File: src/rtl/sched_pkg.sv
// Shared types and helpers for the irrigation scheduler.
// The optional watchdog (macro SCHED_WATCHDOG_EN) is used in irrigation_scheduler.sv.
package sched_pkg;

   typedef enum logic [2:0] {
      IDLE     = 3'd0,
      EVAL     = 3'd1,
      RUN      = 3'd2,
      RELEASE  = 3'd3,
      COOLDOWN = 3'd4
   } sched_state_t;

   localparam logic [7:0] DEF_MIN_DUR  = 8'd2;
   localparam logic [7:0] DEF_MAX_DUR  = 8'd200;
   localparam logic [7:0] DEF_SOAK_DUR = 8'd10;

   // Saturate a 9-bit value into the window [lo, hi].
   function automatic logic [7:0] clamp8(input logic [8:0] x,
                                         input logic [7:0] lo,
                                         input logic [7:0] hi);
      if (x < {1'b0, lo})
         return lo;
      else if (x > {1'b0, hi})
         return hi;
      else
         return x[7:0];
   endfunction

endpackage

File: src/rtl/sched_duration_calc.sv
// Combinational phase-length calculation from one moisture/temperature sample.
// The result is registered by the parent while it is in EVAL.
module sched_duration_calc
   import sched_pkg::*;
#(
   parameter logic [7:0] MOIST_TARGET = 8'd128,
   parameter logic [7:0] TEMP_THRESH  = 8'd30,
   parameter logic [7:0] SOAK_DUR     = DEF_SOAK_DUR,
   parameter logic [7:0] MIN_DUR      = DEF_MIN_DUR,
   parameter logic [7:0] MAX_DUR      = DEF_MAX_DUR
) (
   input  logic [7:0] moisture,
   input  logic [7:0] temperature,
   output logic [7:0] state1,
   output logic [7:0] state2,
   output logic [7:0] state3
);

   logic [8:0] moist_deficit;
   logic [8:0] heat_excess;

   // Irrigate for the moisture deficit, ventilate for twice the heat excess;
   // the doubling is done in 9 bits so it saturates at the clamp, not by wrapping.
   always_comb begin
      moist_deficit = 9'd0;
      heat_excess   = 9'd0;
      if (moisture < MOIST_TARGET)
         moist_deficit = {1'b0, 8'(MOIST_TARGET - moisture)};
      if (temperature > TEMP_THRESH)
         heat_excess = {8'(temperature - TEMP_THRESH), 1'b0};
      state1 = clamp8(moist_deficit, MIN_DUR, MAX_DUR);
      state2 = SOAK_DUR;
      state3 = (temperature > TEMP_THRESH) ? clamp8(heat_excess, MIN_DUR, MAX_DUR) : MIN_DUR;
   end

endmodule

File: src/rtl/irrigation_scheduler.sv
// Irrigation scheduler: decides when a watering cycle is needed, computes the
// three phase durations and handshakes with the downstream sequencer.
// Optional macro SCHED_WATCHDOG_EN adds a RUN-phase watchdog and a sticky fault output.
module irrigation_scheduler
   import sched_pkg::*;
#(
   parameter logic [7:0]  MOIST_TARGET    = 8'd128,
   parameter logic [7:0]  TEMP_THRESH     = 8'd30,
   parameter logic [7:0]  SOAK_DUR        = DEF_SOAK_DUR,
   parameter logic [7:0]  MIN_DUR         = DEF_MIN_DUR,
   parameter logic [7:0]  MAX_DUR         = DEF_MAX_DUR,
   parameter logic [15:0] COOLDOWN_CYCLES = 16'd100
) (
   input  logic       clk,
   input  logic       reset_n,
   input  logic       sample_valid,
   input  logic [7:0] moisture,
   input  logic [7:0] temperature,
   input  logic       start_req,
   input  logic       seq_done,
   output logic       seq_enable,
   output logic [7:0] state1_duration,
   output logic [7:0] state2_duration,
   output logic [7:0] state3_duration,
   output logic       busy,
   output logic [7:0] cycle_count
`ifdef SCHED_WATCHDOG_EN
   ,
   output logic       fault
`endif
);

   localparam logic [15:0] COOL_LAST = 16'(COOLDOWN_CYCLES - 16'd1);

   sched_state_t state, state_next;
   logic [7:0]   moist_held, temp_held;
   logic         sample_seen;
   logic [15:0]  cool_cnt;
   logic         trigger;
   logic         aborted;
   logic [7:0]   calc_d1, calc_d2, calc_d3;

   assign trigger    = sample_valid && ((moisture < MOIST_TARGET) || (temperature > TEMP_THRESH));
   assign seq_enable = (state == RUN);
   assign busy       = (state != IDLE);

   // Held sample is zero until the first capture; gate with sample_seen to make that explicit.
   sched_duration_calc #(
      .MOIST_TARGET (MOIST_TARGET),
      .TEMP_THRESH  (TEMP_THRESH),
      .SOAK_DUR     (SOAK_DUR),
      .MIN_DUR      (MIN_DUR),
      .MAX_DUR      (MAX_DUR)
   ) u_calc (
      .moisture    (sample_seen ? moist_held : 8'd0),
      .temperature (sample_seen ? temp_held  : 8'd0),
      .state1      (calc_d1),
      .state2      (calc_d2),
      .state3      (calc_d3)
   );

`ifdef SCHED_WATCHDOG_EN
   localparam logic [9:0] WD_LAST = 10'(3 * MAX_DUR + 16 - 1);
   logic [9:0] wd_cnt;
   logic       wd_expire;

   assign wd_expire = (state == RUN) && !seq_done && (wd_cnt == WD_LAST);

   // Count RUN cycles; flag a sticky fault and mark the cycle as aborted on expiry.
   always_ff @(posedge clk or negedge reset_n) begin
      if (!reset_n) begin
         wd_cnt  <= '0;
         fault   <= 1'b0;
         aborted <= 1'b0;
      end else begin
         wd_cnt <= (state == RUN) ? wd_cnt + 10'd1 : 10'd0;
         if (wd_expire) begin
            fault   <= 1'b1;
            aborted <= 1'b1;
         end else if (state == EVAL) begin
            aborted <= 1'b0;
         end
      end
   end
`else
   assign aborted = 1'b0;
`endif

   // State register.
   always_ff @(posedge clk or negedge reset_n) begin
      if (!reset_n)
         state <= IDLE;
      else
         state <= state_next;
   end

   // Next-state logic.
   always_comb begin
      state_next = state;
      case (state)
         IDLE:     if (start_req || trigger) state_next = EVAL;
         EVAL:     state_next = RUN;
`ifdef SCHED_WATCHDOG_EN
         RUN:      if (seq_done || wd_expire) state_next = RELEASE;
`else
         RUN:      if (seq_done) state_next = RELEASE;
`endif
         RELEASE:  if (!seq_done) state_next = COOLDOWN;
         COOLDOWN: if (cool_cnt == COOL_LAST) state_next = IDLE;
         default:  state_next = IDLE;
      endcase
   end

   // Capture every valid sample regardless of state.
   always_ff @(posedge clk or negedge reset_n) begin
      if (!reset_n) begin
         moist_held  <= '0;
         temp_held   <= '0;
         sample_seen <= 1'b0;
      end else if (sample_valid) begin
         moist_held  <= moisture;
         temp_held   <= temperature;
         sample_seen <= 1'b1;
      end
   end

   // Latch durations once in EVAL; they stay stable through RUN and beyond.
   always_ff @(posedge clk or negedge reset_n) begin
      if (!reset_n) begin
         state1_duration <= MIN_DUR;
         state2_duration <= MIN_DUR;
         state3_duration <= MIN_DUR;
      end else if (state == EVAL) begin
         state1_duration <= calc_d1;
         state2_duration <= calc_d2;
         state3_duration <= calc_d3;
      end
   end

   // Count cycles completed by a real seq_done handshake.
   always_ff @(posedge clk or negedge reset_n) begin
      if (!reset_n)
         cycle_count <= '0;
      else if ((state == RELEASE) && !seq_done && !aborted)
         cycle_count <= cycle_count + 8'd1;
   end

   // Cooldown counter runs 0..COOLDOWN_CYCLES-1 while in COOLDOWN.
   always_ff @(posedge clk or negedge reset_n) begin
      if (!reset_n)
         cool_cnt <= '0;
      else if ((state == COOLDOWN) && (cool_cnt != COOL_LAST))
         cool_cnt <= cool_cnt + 16'd1;
      else
         cool_cnt <= '0;
   end

endmodule

File: config.mk
export PLATFORM = sky130hd
export DESIGN_NAME = irrigation_scheduler
export DESIGN_NICKNAME = d
export VERILOG_FILES = /design/src/rtl/sched_pkg.sv /design/src/rtl/sched_duration_calc.sv /design/src/rtl/irrigation_scheduler.sv
export SDC_FILE = /design/constraint.sdc
export NUM_CORES = 1
export LEC_CHECK = 0
export BUFFER_PORTS_ARGS = -buffer_cell sky130_fd_sc_hd__buf_4
export CELL_PAD_IN_SITES_DETAIL_PLACEMENT = 1
export CELL_PAD_IN_SITES_GLOBAL_PLACEMENT = 1
export CORE_UTILIZATION = 43
export DETAILED_ROUTE_END_ITERATION = 10
export PLACE_DENSITY_LB_ADDON = 0.2
export SLEW_MARGIN = 40
export SYNTH_ARGS = -nofsm -noshare
export SYNTH_HDL_FRONTEND = slang
export SYNTH_SLANG_ARGS = --single-unit
File: constraint.sdc
create_clock -name clk -period 2.8 [get_ports clk]
set_input_delay 0.28 -clock clk [delete_from_list [all_inputs] [get_ports clk]]
set_output_delay 0.28 -clock clk [all_outputs]
set_load 0.005 [all_outputs]
# == Yosys cells after proc, flatten, opt, wreduce, memory -nomap -nowiden ==
# Cells that the tools add are included.
# word_totals
register_bits,61
latch_bits,0
ram_bits,0
romBits,0
out_inout_bits,34
word_cells,55
mem_count,0
# classes
n_addsub,4
n_mul,0
div,0
magnitude_cmp,8
n_eq_ne,10
n_shift,0
n_mux,15
bitwise_logic,0
n_reduce_logical,9
# op_table
cell,n
8-bit two-way mux,8
16-bit by 1-bit adder with 16-bit output (second input constant),1
16-bit by 7-bit equality test with 1-bit output (second input constant),1
8-bit by 5-bit > comparator with 1-bit output (second input constant),2
8-bit < comparator (second input constant),2
16-bit two-way mux,1
16-bit by 7-bit inequality test with 1-bit output (second input constant),1
3-bit one-hot mux with 5 select lines,1
3-bit two-way mux,4
9-bit by 8-bit > comparator with 1-bit output (second input constant),1
9-bit by 2-bit < comparator with 1-bit output (second input constant),1
9-bit two-way mux,1
8-bit by 1-bit adder with 8-bit output (second input constant),1
8-bit > comparator (second input constant),1
8-bit by 2-bit < comparator with 1-bit output (second input constant),1
2-bit inequality test (second input constant),4
8-bit by 5-bit subtractor with 8-bit output (second input constant),1
8-bit subtractor (first input constant),1
3-bit by 2-bit equality test with 1-bit output (second input constant),2
4-bit AND reduction,1
3-bit by 1-bit equality test with 1-bit output (second input constant),1
3-bit equality test (second input constant),1
1-bit logical AND,3
3-bit zero test,1
3 further kinds,4

# == Logic depth before layout (Yosys ltp) ==
# Gate-level depths: netlist of the first run.
# depth
ltp_word,7
ltp_mapped,10

# == Hierarchy ==
# A second synthesis of the first run with hierarchy kept.
# unflattened
hier_cells,324
hier_area_um2,3619.7
# modules_own_cells
module,instances,cells_per_inst,area_per_inst_um2,seq_area_each_um2
irrigation_scheduler,1,231,2976.6,1705.4
sched_duration_calc,1,93,643.1,0.0

# == Worst setup path after synthesis of the first run ==
# No wires, ideal clock.
# synth_path
kind,flip-flop to flip-flop
start,register sample_seen
end,register state3_duration[4]
setup_time_ns,0.104
arrival_time_ns,2.113
required_time_ns,2.696
path_slack_ns,0.583
path_stages_with_launch,11
n_path_buf,3
period_less_slack_ns,2.217
path_cell_list,dfrtp_1 buf_2 clkbuf_1 and2_1 ha_1 buf_2 nand3_1 xnor2_1 a32o_1 o21ai_2 o41ai_2
# synth_between
elab_chain_len,7
# synth_rtl
item,line_no,rtl
from (decl),irrigation_scheduler.sv:37,logic sample_seen;
from (signal assigned),irrigation_scheduler.sv:119,sample_seen <= 1'b0;
from (signal assigned),irrigation_scheduler.sv:123,sample_seen <= 1'b1;
8-bit two-way mux *,irrigation_scheduler.sv:56,".temperature (sample_seen ? temp_held : 8'd0),"
8-bit by 5-bit subtractor with 8-bit output / 8-bit by 5-bit > comparator with 1-bit output (equally long branches),"sched_duration_calc.sv:30, sched_duration_calc.sv:29, sched_duration_calc.sv:33",
9-bit two-way mux,sched_duration_calc.sv:29,if (temperature > TEMP_THRESH)
9-bit by 8-bit > comparator with 1-bit output,sched_pkg.sv:23,"else if (x > {1'b0, hi})"
8-bit two-way mux,sched_pkg.sv:23,
8-bit two-way mux,sched_pkg.sv:21,"if (x < {1'b0, lo})"
8-bit two-way mux *,sched_duration_calc.sv:33,"state3 = (temperature > TEMP_THRESH) ? clamp8(heat_excess, MIN_DUR, MAX_DUR) : MIN_DUR;"
to (signal assigned),irrigation_scheduler.sv:136,state3_duration <= calc_d3;
to (decl),irrigation_scheduler.sv:24,"output logic [7:0] state3_duration,"
# Mark *: on every way between the ends. The rest lies on a longest branch, timed or not.
# A chain may end at the register's enable or synchronous reset.

# == Worst setup path after layout of the first run ==
# Ends and elaborated chain as after synthesis.

==> flow_summary.yaml, run 1 <==
drt:
  wl_met2_um: 3320
  antenna_left: 0
  vias_per_cell: 5.20
  route.met3.wl_um: 202
  first_iter_violations: 73
  wl_per_cell_um: 14.9
  vias: 2349
  drt-met1-wl_um: 3070
  first_pass_iters: 6
  drcViolationCount: 0
  routed_wl_um: 6740
  dr.max_layer_used: "met4"
global_routing:
  grt_pass1_wl_um: 11700
  grt_max_degree: 61
  grt_pass1_vias: 2441
  grt-ovfl-total: 0
  antenna_found_initial: 0
  grt.total_usage: 0.202
sta:
  worstMarginPinSlew_ns: 0.643
  setup_violations: 0
  slew_headroom: 0.568
  fin_worst_skew_ns: 0.00737
  layout_setup_ws_ns: 0.580
  fin_crit_ns: 2.22
  max_freq_ghz: 0.450
  hold_viol: 0
  fin_tns_setup_ns: 0
  rsz0062_at_grt: "false"
  slew_viol_final: 0
  finalCritPeriodShare: 0.793
  hold_slack_ns: 0.171
yosys:
  async_flop_share: 1.00
  ys.flop_type: "dfrtp_1"
  synth_edf_count: 0
  synth_area_sq_um: 3110
  synth_top_area_frac: 0.466
  synth_cell_type_count: 61
  yosys_warnings: 0
  syn_inst: 304
  ys_seq_elements: 60
  synth_top_area_cell: "dfrtp_1"
  ys_seq_area_frac: 0.483
  synth_area_leaders: "dfrtp_1, mux2_2, nand2_1, nor2_1, xor2_1"
  syn_avg_cell_area_sq_um: 10.2
clock_network:
  root_buffer: "clkbuf_8"
  insertion_delay_ns: 0.34
  path_clk_slew_ns: 0.07
  cts_resized: 0
  clk_path_buf_depth: 2
  cts_made_buffers: 9
  cts_tree: "done"
  htreeDepth: 3
  numClockSinks: 60
  post_cts_buffers: 0
cells_and_area:
  layout-drive-gt1-share: 0.275
  fin_util: 0.533
  fillCellCount: 815
  finalNetCount: 376
  antennaDiodeCount: 0
  syn_to_final_growth_pct: 18.2
  finalInstanceArea_sq_um: 3680
floorplan:
  io_pins: 55
  dieHeight_um: 87.1
  rows: 30
  design.die.area_sq_um: 7590
  start_util: 0.451
  core_sq_um: 6910
  fp.dieW_um: 87.1
placed_design:
  place_worst_setup_slack_ns: 0.593
  hpwl_um: 4870
  port_buffers: 46
  placed_area_sq_um: 3500
  gp_congestion: 0.826
worst_setup_path:
  cp-start-kind: "flop"
  reg2regPathDepth: 8
  r2r-end: "state3_duration[4]"
  endpoint: "state3_duration[4]"
  r2r-start: "sample_seen"
  r2r_slack_ns: 0.58
  worst-setup-path-type: "flop to flop"
  crit_start: "sample_seen"
  worst_setup_path_end_kind: "flop"
  crit_fanout: 12
  required_ns: 3.04
  arrival_ns: 2.46
min_path:
  hold_class: "primary input to flop"
power:
  ir_drop_mv: 0.375
  leakage_nw: 1.63
  p_per_area_nw_per_um2: 711
job:
  cap_violations: 0
outcome:
  status: "finished clean"
==> how the worst min path moves through the flow <==
stage / start / slack, ns / cells past startpoint / to
after floorplan: reset_n / -0.02 / 0 / cool_cnt[0]
after global placement: reset_n / 0.40 / 1 / state3_duration[2]
after detailed placement: reset_n / 0.41 / 1 / state3_duration[2]
after CTS: reset_n / 0.03 / 1 / state3_duration[2]
after global routing: moisture[5] / 0.17 / 2 / moist_held[5]
final: moisture[1] / 0.17 / 2 / moist_held[1]
==> sequential cells by signal (all words and copies together), names as in the netlist <==
name / count
temp_held: 8
cool_cnt: 16
state3_duration: 7
state2_duration: 1
cycle_count: 8
state1_duration: 8
moist_held: 8
sample_seen: 1
state: 3
==> metrics by stage <==
| stage | std cells | power [W] |
|---|---|---|
| final | 452 | 0.00262 |
| after global routing | 452 | 0.00279 |
| after CTS | 451 | 0.00267 |
| after detailed placement | 435 | 0.00197 |
| after global placement | 435 | 0.00193 |
| after floorplan | 310 | 0.00161 |
==> layout make-up <==
type / count / area (sq um) / share of cell area
Multi-Input combinational cell: 225 / 1490 / 0.404
Inverter: 5 / 18.8 / 0.00510
Sequential cell: 60 / 1500 / 0.409
Timing Repair Buffer: 50 / 382 / 0.104
Tap cell: 96 / 120 / 0.0326
Clock buffer: 11 / 141 / 0.0384
Clock inverter: 5 / 27.5 / 0.00748
==> critical path, cell delays in order, from the launching register on <==
cell and delay, ns:
dfrtp_1 0.53, nand2_1 0.12, inv_1 0.10, ha_1 0.33
nand3_1 0.17, xnor2_1 0.28, a32o_1 0.23, o21ai_2 0.09
o41ai_2 0.27
==> Yosys cell counts, types with 2 or more instances <==
master,n
conb_1,2
o21ai_1,2
buf_4,8
nand2b_1,3
o31a_1,2
o31ai_1,2
o41ai_1,2
clkbuf_1,7
or3_1,4
or2_2,3
xnor2_1,12
or4_1,3
nor3b_1,2
nand2_1,32
a21oi_1,6
o21ai_0,9
mux2_2,17
buf_2,3
nand3_1,15
dfrtp_1,58
dfstp_2,2
nor2_1,31
a2bb2oi_1,2
xor2_1,13
ha_1,4
and3_1,3
o21a_1,2
nor4_1,6
nor4bb_1,2
nor3_1,6
nand4_1,6
a31oi_1,2
inv_1,5
==> cell families (layout without fill, tap and decap cells) <==
family          after synthesis  in the layout  synth area share
simple gates                127            127             0.209
flops                        60             60             0.483
compound gates               43             43             0.108
xor+xnor                     25             25            0.0703
buf+inv                      25             71            0.0466
mux                          18             18            0.0647
fa+ha+maj                     4              4            0.0161
other cells                   2              8           0.00241
==> where the power goes <==
| part | total [W] | internal, W | leakage (nW) | switching, W |
|---|---|---|---|---|
| combinational | 0.000739 | 0.000394 | 0.783 | 0.000345 |
| sequential | 0.00120 | 0.00103 | 0.758 | 0.000162 |
| clock | 0.000681 | 0.000339 | 0.0889 | 0.000342 |
==> what timing repair did <==
| item | in CTS | in global routing |
|---|---|---|
| endpoints found under the setup margin | 0 | 0 |
| hold endpoints to repair | 0 | 58 |
| hold buffers | 0 | 1 |
==> cells in the final DEF, fill, tap and decap left out, drive strengths merged, types with 3 or more instances in the layout <==
cell / synthesis / routed
or3: 4 / 4
nand4: 6 / 6
clkinv: 0 / 4
mux2: 17 / 17
nand2b: 3 / 3
nor3: 6 / 6
or2: 3 / 3
nand2: 32 / 32
nor2: 32 / 32
xor2: 13 / 13
xnor2: 12 / 12
clkbuf: 8 / 11
ha: 4 / 4
o41ai: 3 / 3
or4: 3 / 3
a21oi: 6 / 6
o21ai: 12 / 12
and3: 4 / 4
conb: 2 / 8
nand3: 15 / 15
nor4: 7 / 7
dfrtp: 58 / 58
buf: 12 / 49
inv: 5 / 5
==> routing by layer <==
layer | vias up | GRT usage
li1 | 1158 | -
met1 | 1140 | 0.253
met2 | 40 | 0.342
met3 | 11 | 0.0322
met4 | 0 | 0.0984
met5 | - | 0
Note: power is estimated with default switching activity, not from simulation.
==> run 2: changes to the inputs <==
Clock period 2.8 ns to 2.2 ns, I/O delays scaled along.
==> flow_summary.yaml, run 2 (synthesis gave the netlist of run 1 again) <==
outcome:
  status: "finished clean"
placed_design:
  hpwl_um: 4820
  gp_congestion: 0.864
  place_worst_setup_slack_ns: 0.0847
  placed_area_sq_um: 3540
  port_buffers: 46
cells_and_area:
  layout_common_cells: "dfrtp_1, buf_4, nand2_1"
  layout_commonest_cell: "dfrtp_1"
  largest_reg_flops: 16
  fillCellCount: 802
  syn_to_final_growth_pct: 22.5
  finalNetCount: 382
  layout-drive-gt1-share: 0.301
  final-seq-area_sq_um: 1510
  multi_input_area_sq_um: 1500
  top_register: "cool_cnt"
  antennaDiodeCount: 0
  finalInstanceArea_sq_um: 3810
sta:
  max_freq_ghz: 0.493
  fin_tns_setup_ns: 0
  layout_setup_ws_ns: 0.172
  fin_crit_ns: 2.03
  slew_viol_final: 0
  slew_headroom: 0.507
  worstMarginPinSlew_ns: 0.733
  setup_violations: 0
  fin_worst_skew_ns: 0.00649
  hold_viol: 0
  finalCritPeriodShare: 0.922
floorplan:
  core_sq_um: 6910
  design.die.area_sq_um: 7590
  io_pins: 55
  start_util: 0.451
  rows: 30
  fp.dieW_um: 87.1
  dieHeight_um: 87.1
global_routing:
  grt_pass1_vias: 2428
  grt.total_usage: 0.203
  grt_pass1_wl_um: 11700
  grt_max_degree: 61
  grt-ovfl-total: 0
  antenna_found_initial: 0
worst_setup_path:
  arrival_ns: 2.27
  cpMaxStageDelayCell: "or4_1"
  crit_fanout: 7
  slowest_delay_ns: 0.57
  cp-start-kind: "flop"
  path_cells: "or4_1, mux2i_1, a211o_1, or3_1, a2bb2oi_1"
  critPathBufInv: 0
  worst-setup-path-type: "flop to flop"
  r2r_slack_ns: 0.17
  required_ns: 2.44
  worst_setup_path_end_kind: "flop"
  crit_family: "simple AND/OR/NAND/NOR gates"
clock_network:
  insertion_delay_ns: 0.35
  cts_tree: "done"
  numClockSinks: 60
  clk_path_buf_depth: 2
  post_cts_buffers: 0
  cts_made_buffers: 9
  htreeDepth: 3
  path_clk_slew_ns: 0.07
  root_buffer: "clkbuf_8"
drt:
  first_iter_violations: 84
  first_pass_iters: 4
  routed_wl_um: 6870
  vias: 2366
  wl_per_cell_um: 15.0
  vias_per_cell: 5.17
  drcViolationCount: 0
  antenna_left: 0
power:
  p_per_area_nw_per_um2: 971
  report.power.total_w: 0.00370
  ir_drop_mv: 0.584
  leakage_nw: 1.69
job:
  cap_violations: 0
min_path:
  hold_class: "primary input to flop"
run 2: changes by cell type in the layout (fill, tap and decap cells not counted), sizes merged:
cell      delta
clkinv       -2
bufinv       +3
clkbuf       -2
clkinvlp     +1
buf          +6
run 2: cell type report:
cell class | instances | area share
Tap cell | 96 | 0.0315
Sequential cell | 60 | 0.395
Clock buffer | 9 | 0.0325
Inverter | 5 | 0.00492
Multi-Input combinational cell | 225 | 0.394
Timing Repair Buffer | 56 | 0.112
Clock inverter | 7 | 0.0302
run 2: metal layers:
metal | track usage | wire [um]
met1 | 0.262 | 3240
met2 | 0.331 | 3270
met3 | 0.0521 | 283
met4 | 0.0760 | 80
met5 | 0 | 0
run 2: repair_timing:
action | CTS | global route
hold buffers | 1 | 0
endpoints found under the setup margin | 0 | 7
resized for setup | 0 | 4
hold endpoints to repair | 58 | 0
run 2: report_power, final:
part | internal, W | switching, W | total, W
Sequential | 0.00132 | 0.000202 | 0.00152
Combinational | 0.000517 | 0.000448 | 0.000964
Clock | 0.000748 | 0.000472 | 0.00122
run 2: stage by stage:
stage                     std cells  hold slack (ns)  utilization
after floorplan                 310          -0.0756            -
after global placement          441            0.342        0.513
after detailed placement        441            0.351        0.513
after CTS                       458           0.0953        0.549
after global routing            458           0.0925        0.552
final                           458            0.107        0.552
run 2: path summary, 6_finish.rpt:
path	startpoint	end	depth (start not counted)
worst max-delay path	moist_held[4]	state1_duration[0]	5
worst min-delay path	moisture[2]	moist_held[2]	2
worst min register to register	state1_duration[3]	state1_duration[3]	2
max in group asynchronous	reset_n	sample_seen	2
min in group asynchronous	reset_n	temp_held[0]	2
worst max register to register	moist_held[4]	state1_duration[0]	5
==> run 3: changes to the inputs <==
Settings changed: CORE_ASPECT_RATIO from default to 0.8, CTS_CLUSTER_DIAMETER from default to 30.
==> flow_summary.yaml, run 3 (synthesis gave the netlist of run 1 again) <==
worst_setup_path:
  worst_setup_path_end_kind: "flop"
  arrival_ns: 2.31
  r2r-end: "state3_duration[3]"
  r2r-start: "sample_seen"
  worst-setup-path-type: "flop to flop"
  path_cells: "nand2_1, inv_1, ha_1, buf_4, xor2_1, nor4_1, o211a_1, a311oi_2, a22o_1"
  required_ns: 2.42
  slowest_delay_ns: 0.48
  reg2regPathDepth: 9
  cpMaxStageDelayCell: "dfrtp_2"
  cp-start-kind: "flop"
  crit_fanout: 10
  r2r_slack_ns: 0.11
sta:
  fin_worst_skew_ns: 0.00789
  fin_crit_ns: 2.09
  hold_slack_ns: 0.115
  rsz0062_at_grt: "false"
  fin_tns_setup_ns: 0
  layout_setup_ws_ns: 0.113
  worstMarginPinSlew_ns: 0.552
  setup_violations: 0
  slew_headroom: 0.628
  hold_viol: 0
  finalCritPeriodShare: 0.949
  slew_viol_final: 0
  max_freq_ghz: 0.479
cells_and_area:
  top_register: "cool_cnt"
  layout-drive-gt1-share: 0.288
  antennaDiodeCount: 0
  fillCellCount: 806
  layout_commonest_cell: "dfrtp_1"
  finalNetCount: 382
  instances_no_fill: 448
  fin_util: 0.537
  syn_to_final_growth_pct: 20.0
  layout_common_cells: "dfrtp_1, buf_4, nand2_1"
  largest_reg_flops: 16
global_routing:
  grt_pass1_wl_um: 12300
  antenna_found_initial: 0
  grt_pass1_vias: 2422
  grt-ovfl-total: 0
  grt_max_degree: 61
  grt.total_usage: 0.206
power:
  leakage_nw: 1.66
  ir_drop_mv: 0.518
  p_per_area_nw_per_um2: 926
floorplan:
  io_pins: 55
  fp.dieW_um: 97.1
  core_sq_um: 6960
  rows: 27
  dieHeight_um: 78.1
  start_util: 0.448
  design.die.area_sq_um: 7590
clock_network:
  root_buffer: "clkbuf_8"
  htreeDepth: 3
  clk_path_buf_depth: 2
  insertion_delay_ns: 0.33
  cts_made_buffers: 9
  path_clk_slew_ns: 0.07
  cts_tree: "done"
  numClockSinks: 60
outcome:
  status: "finished clean"
drt:
  vias: 2398
  first_iter_violations: 112
  vias_per_cell: 5.35
  first_pass_iters: 4
  antenna_left: 0
  wl_per_cell_um: 16.1
  routed_wl_um: 7210
  drcViolationCount: 0
placed_design:
  gp_congestion: 0.867
  port_buffers: 46
  hpwl_um: 5240
  place_worst_setup_slack_ns: 0.112
  placedCellCount: 432
min_path:
  hold_class: "primary input to flop"
  hold_path_depth: 2
  min_from: "moisture[1]"
  min_to: "moist_held[1]"
job:
  cap_violations: 0
-- run 3: cell count changes in the layout (fill, tap and decap cells not counted), sizes merged --
cell    previous run  this run
clkbuf             9        11
clkinv             2         1
bufinv             3         1
-- run 3: timing repair --
item | 4_1_cts | 5_1_grt
setup endpoints to repair | 0 | 5
gates resized for setup | 0 | 1
hold endpoints to repair | 57 | 0
hold buffers | 1 | 0
buffers inserted | 0 | 0
-- run 3: layer usage --
metal / vias to the layer above / share of wire / global-route usage
met2: 45 / 0.42 / 0.293
li1: 1167 / - / -
met5: - / 0 / 0
met3: 6 / 0.033 / 0.0454
met4: 0 / 0.0090 / 0.0746
met1: 1180 / 0.54 / 0.306
-- run 3: layout make-up --
cell class	count	area, sq um	share of cell area
multi-input combinational	225	1490	0.398
inverter	5	18.8	0.00502
timing repair buffer	56	427	0.114
sequential	60	1510	0.403
clock buffer	11	141	0.0378
tap	87	109	0.0291
clock inverter	4	50.0	0.0134
-- run 3: worst max-delay path, delay by kind of cell (launching register included) --
kind	cells	cell delay [ns]
AO/OA/AOI/OAI	3	0.53
flip-flops	1	0.48
AND/OR/NAND/NOR	2	0.32
buffers and inverters	2	0.25
adder cells (fa/ha/maj)	1	0.25
XOR/XNOR	1	0.14
-- run 3: report_power, final --
part | total [W] | internal [W] | switching, W
logic | 0.000969 | 0.000512 | 0.000457
clock network | 0.000969 | 0.000546 | 0.000424
registers | 0.00152 | 0.00132 | 0.000206
-- run 3: worst max path at each step --
stage | start | to | slack, ns
6_report | sample_seen | state3_duration[3] | 0.11
5_1_grt | sample_seen | state3_duration[2] | 0.005
4_1_cts | sample_seen | state3_duration[4] | 0.06
3_5_place_dp | sample_seen | state3_duration[4] | 0.11
3_3_place_gp | moist_held[4] | state1_duration[0] | 0.20
2_1_floorplan | sample_seen | state3_duration[4] | 0.07
-- run 3: stage by stage --
stage	cell area, sq um	total power (W)
2_1_floorplan	3140	0.00205
3_3_place_gp	3530	0.00248
3_5_place_dp	3530	0.00252
4_1_cts	3730	0.00351
5_1_grt	3740	0.00368
6_report	3740	0.00346
